<file path="src/rtl/iram_rd_arb_pkg.sv">
// Shared types and helpers for the instruction-RAM port-B read arbiter.
package iram_rd_arb_pkg;

  typedef logic [31:0] inst_bus_t;

  typedef enum logic {
    REQ_M0 = 1'b0,
    REQ_M1 = 1'b1
  } req_id_e;

  // Same address-width rule the instruction RAM uses.
  function automatic int clogb2(input int value);
    int v;
    int bits;
    v    = value;
    bits = 0;
    while (v > 0) begin
      bits = bits + 1;
      v    = v >> 1;
    end
    return bits;
  endfunction

endpackage

</file>
<file path="src/rtl/iram_rd_arb_rr_arb2.sv">
// Two-way round-robin grant; the pointer moves to the other requester on every grant.
module rr_arb2 (
  input  logic       clk,
  input  logic       rst,
  input  logic [1:0] req,
  input  logic       en,
  output logic [1:0] gnt
);

  logic       ptr_r;
  logic [1:0] gnt_s;

  // Grant selection: single requester wins outright, contention resolved by the pointer.
  always_comb begin
    gnt_s = 2'b00;
    if (!en) begin
      gnt_s = 2'b00;
    end else if (req == 2'b11) begin
      gnt_s = ptr_r ? 2'b10 : 2'b01;
    end else begin
      gnt_s = req;
    end
  end

  // Pointer update: prefer the loser next time, hold when nothing is granted.
  always_ff @(posedge clk) begin
    if (rst) begin
      ptr_r <= 1'b0;
    end else if (gnt_s != 2'b00) begin
      ptr_r <= gnt_s[0];
    end else begin
      ptr_r <= ptr_r;
    end
  end

  assign gnt = gnt_s;

endmodule

</file>
<file path="src/rtl/iram_rd_arb.sv">
// Port-B arbiter for the instruction RAM: LSU (m0) and debug (m1) share one read port,
// responses are tagged and returned one cycle after grant.
module iram_rd_arb
  import iram_rd_arb_pkg::*;
#(
  parameter  int RAM_DEPTH = 65536,
  localparam int AW        = clogb2(RAM_DEPTH - 1)
) (
  input  logic            clk,
  input  logic            rst,
  input  logic            m0_req,
  input  logic [AW-1:0]   m0_addr,
  output logic            m0_gnt,
  output logic            m0_rvalid,
  input  logic            m0_rready,
  input  logic            m1_req,
  input  logic [AW-1:0]   m1_addr,
  output logic            m1_gnt,
  output logic            m1_rvalid,
  input  logic            m1_rready,
  output inst_bus_t       rdata,
  output logic            ram_enb,
  output logic [AW-1:0]   ram_addrb,
  input  inst_bus_t       ram_doutb
);

  logic       rvalid_r;
  req_id_e    rtag_r;
  logic       tag_rready_s;
  logic       stall_s;
  logic       arb_en_s;
  logic [1:0] req_s;
  logic [1:0] gnt_s;

  // Stall while the pending response's owner is not ready; the RAM output then holds.
  always_comb begin
    tag_rready_s = 1'b0;
    if (rtag_r == REQ_M1) begin
      tag_rready_s = m1_rready;
    end else begin
      tag_rready_s = m0_rready;
    end
    stall_s  = rvalid_r & ~tag_rready_s;
    arb_en_s = ~stall_s;
    req_s    = {m1_req, m0_req};
  end

  rr_arb2 u_arb (
    .clk (clk),
    .rst (rst),
    .req (req_s),
    .en  (arb_en_s),
    .gnt (gnt_s)
  );

  // Port-B drive and response routing.
  always_comb begin
    m0_gnt  = gnt_s[0];
    m1_gnt  = gnt_s[1];
    ram_enb = gnt_s[0] | gnt_s[1];
    if (gnt_s[1]) begin
      ram_addrb = m1_addr;
    end else begin
      ram_addrb = m0_addr;
    end
    m0_rvalid = rvalid_r & (rtag_r == REQ_M0);
    m1_rvalid = rvalid_r & (rtag_r == REQ_M1);
    rdata     = ram_doutb;
  end

  // Response tracking; a stalled response is re-presented unchanged.
  always_ff @(posedge clk) begin
    if (rst) begin
      rvalid_r <= 1'b0;
      rtag_r   <= REQ_M0;
    end else if (!stall_s) begin
      rvalid_r <= ram_enb;
      if (ram_enb) begin
        rtag_r <= req_id_e'(gnt_s[1]);
      end else begin
        rtag_r <= rtag_r;
      end
    end else begin
      rvalid_r <= rvalid_r;
      rtag_r   <= rtag_r;
    end
  end

endmodule
</file>
<file path="config.mk">
export PLATFORM = sky130hd
export DESIGN_NAME = iram_rd_arb
export DESIGN_NICKNAME = d
export VERILOG_FILES = /design/src/rtl/iram_rd_arb_pkg.sv /design/src/rtl/iram_rd_arb_rr_arb2.sv /design/src/rtl/iram_rd_arb.sv
export SDC_FILE = /design/constraint.sdc
export NUM_CORES = 1
export LEC_CHECK = 0
export ABC_AREA = 1
export CELL_PAD_IN_SITES_DETAIL_PLACEMENT = 0
export CELL_PAD_IN_SITES_GLOBAL_PLACEMENT = 1
export CORE_ASPECT_RATIO = 0.9
export CORE_MARGIN = 2
export CORE_UTILIZATION = 11
export CTS_BUF_LIST = sky130_fd_sc_hd__clkbuf_4
export CTS_CLUSTER_DIAMETER = 60
export DETAILED_ROUTE_END_ITERATION = 8
export GPL_TIMING_DRIVEN = 0
export PLACE_DENSITY_LB_ADDON = 0.1
export SETUP_SLACK_MARGIN = 0.4
export SYNTH_ARGS = -nofsm -noshare
export SYNTH_HDL_FRONTEND = slang
export SYNTH_SLANG_ARGS = --single-unit
</file>
<file path="constraint.sdc">
create_clock -name clk -period 2.6 [get_ports clk]
set_clock_uncertainty 0.15 [all_clocks]
set_input_delay 0.52 -clock clk [delete_from_list [all_inputs] [get_ports clk]]
set_output_delay 0.52 -clock clk [all_outputs]
set_load 0.02 [all_outputs]
</file>
==> reports/metrics.cfg <==
[detailed_routing]
vias = 1063
ant_nets = 0
routed.top_layer = met4
wirelength_um = 2880
wl_per_cell_um = 9.55
vias_per_cell = 3.53
first_pass_iters = 4
route.layer.met1.wl_um = 951
drt_iter0_markers = 20
route.met3.wl_um = 286
route.met2.wl_um = 1610
drc = 0

[clocking]
cts_made_buffers = 3
clkSlewWorstSetupHoldPaths_ns = 0.04
htreeDepth = 1
cts_tree = yes
cts_sinks = 3
root_buffer = clkbuf_4
cts_buffer_depth = 2
clock_latency_ns = 0.24

[timing]
period_minus_slack_ns = 2.15
hold_viol_final = 0
finalSetupViolations = 0
setup_tns_ns = 0
rsz0062_at_grt = no
fmax_mhz = 465
fin_hold_ws_ns = 0.333
relSlewSlack = 0.851
setup_slack_ns = 0.448
period_share = 0.828
slew_violations = 0
worst_pin_slew_ns = 0.223

[worst_setup_path]
crit_type = in -> out
critPathCapture = ram_addrb[8]
cp_slowest_stage_delay_ns = 0.14
critPathLaunch = m0_req
crit_fanout = 5
timing.rr.start = rtag_r$_SDFFE_PP0P_
startpoint_type = input port
cp.required_ns = 1.93
cpMostUsedCell = nand2_2
slowest_stage = buf_12
arrival_ns = 1.48
worstPathCellList = buf_2, inv_2, nand2_2, nand2_2, nand2_4, buf_12, inv_12, buf_12, nand2_2, nand2_2, buf_6
end_kind = output pin
reg2reg_depth = 10
reg2reg_to = rtag_r$_SDFFE_PP0P_
rrSetupSlack_ns = 1.17

[yosys]
synthCells = 111
ys_top_cells_by_area = buf_4, nand2_1, dfxtp_1
synth-edff-count = 0
synthArstFlopShare = 0
synth_top_area_frac = 0.391
synthTopCellsByCount = nand2_1, buf_4, inv_1, nand2_2
ys.warnings.count = 0
synth_ff_type = dfxtp_1
syn_area_per_cell_sq_um = 5.70
synth_fp_nets = 181
yosysMostFrequentCell = nand2_1
yosys_register_bits = 3
yosysTopAreaCell = buf_4
synth_seq_area_share = 0.0949
yosysUniqueCellTypes = 13
syn_area_sq_um = 633

[grt]
grt-ovfl-total = 0
antenna_found_initial = 0
grt_pass1_wl_um = 4600
grt_pass1_vias = 1026
grt_max_degree = 6
grtUsageTotal = 0.0883

[job]
cap_violations = 0

[placed_design]
portBuffers = 90
place_ws_ns = -0.472
gp_congestion = 0.708
hpwlAfterDp_um = 2130

[pwr]
pwr-share-seq = 0.090
netSwitchingPower_w = 0.000214
combPwrFrac = 0.749
swShare = 0.363
p_per_area_mw_per_mm2 = 291
p_leak_nw = 1.02
p_int_w = 0.000376
pwr-share-clk = 0.161
peakVddDrop_uv = 150

[cells_and_area]
fin_nets = 302
syn_to_final_growth_pct = 221
layout-drive-gt1-share = 0.519
insertedDiodeCount = 0

[floorplanning]
die_h_um = 76.0
die_x_um = 84.0
rows = 26
io_pins = 123
coreArea_sq_mm = 0.00563
dieArea_sq_mm = 0.00638
initial_core_util = 0.112

[outcome]
status = completed

[min_path]
hold_class = reg -> reg

## sequential cells by signal, summed over array words and instances, names as in the netlist
register	cells
u_arb.ptr_r	1
rvalid_r	1
rtag_r	1
## kinds of logic (layout without fill, tap and decap cells)
logic type             count (synthesis)  count (layout)  synth area share
AO/OA/AOI/OAI                          1               1           0.00790
flip-flops                             3               3            0.0949
buffers and inverters                 42             162             0.466
AND/OR/NAND/NOR                       65              65             0.431
## critical path, delay by kind of cell
family / cells / cell delay [ns]
buffers and inverters: 6 / 0.64
AND/OR/NAND/NOR: 5 / 0.33
## how the worst min path moves through the flow
| stage | start | end | cells after the start |
|---|---|---|---|
| global route | u_arb.ptr_r$_SDFFE_PP0P_ | u_arb.ptr_r$_SDFFE_PP0P_ | 2 |
| detailed placement | u_arb.ptr_r$_SDFFE_PP0P_ | u_arb.ptr_r$_SDFFE_PP0P_ | 2 |
| floorplan | u_arb.ptr_r$_SDFFE_PP0P_ | u_arb.ptr_r$_SDFFE_PP0P_ | 2 |
| CTS | u_arb.ptr_r$_SDFFE_PP0P_ | u_arb.ptr_r$_SDFFE_PP0P_ | 2 |
| global placement | u_arb.ptr_r$_SDFFE_PP0P_ | u_arb.ptr_r$_SDFFE_PP0P_ | 2 |
| finish | u_arb.ptr_r$_SDFFE_PP0P_ | u_arb.ptr_r$_SDFFE_PP0P_ | 2 |
## final cells by class
| class | count | area [sq um] |
|---|---|---|
| Timing Repair Buffer | 116 | 1170 |
| Sequential cell | 3 | 63.8 |
| Tap cell | 70 | 87.6 |
| Clock buffer | 4 | 30.0 |
| Multi-Input combinational cell | 66 | 365 |
| Inverter | 8 | 42.5 |
| Fill cell | 596 | 3600 |
| Buffer | 34 | 275 |
## power by group through the flow
stage,clock [W],combinational (W),sequential (W)
floorplan,0,0.000171,0.0000530
global placement,0,0.000350,0.0000535
detailed placement,0,0.000351,0.0000538
CTS,0.0000987,0.000433,0.0000531
global route,0.000104,0.000470,0.0000533
finish,0.0000949,0.000442,0.0000530
## timing repair
action                     4_1_cts  5_1_grt
resized for setup              148       17
hold buffers                     0        0
setup buffers                   22        2
pin swaps                       10        9
cloned                           2        0
setup endpoints to repair       19       19
## layer usage
metal | up-vias | track usage
met5 | - | 0
met4 | 0 | 0.0194
met3 | 2 | 0.0293
met2 | 63 | 0.172
met1 | 458 | 0.0906
li1 | 540 | -
## through the flow
step | area, sq um | utilization | power (W) | instances
after floorplan | 633 | - | 0.000224 | 111
after global placement | 1620 | 0.288 | 0.000404 | 271
after detailed placement | 1620 | 0.288 | 0.000405 | 271
after CTS | 1980 | 0.353 | 0.000585 | 299
after global routing | 2030 | 0.361 | 0.000627 | 301
final | 2030 | 0.361 | 0.000590 | 301
## cell usage in the layout (no fill, tap or decap)
cell	count
inv_1	6
nand2_4	6
buf_8	1
nor2_1	3
inv_2	1
buf_4	52
nand3_1	1
inv_12	1
nand2_2	22
nand2_1	30
nand3_2	2
a21oi_1	1
buf_12	3
buf_6	19
clkdlybuf4s15_2	1
dfxtp_1	2
nand4_1	1
clkbuf_4	4
buf_16	2
dfxtp_4	1
clkdlybuf4s50_1	67
buf_2	3
clkbuf_2	2
No activity file was read; power rests on OpenSTA's default activity.
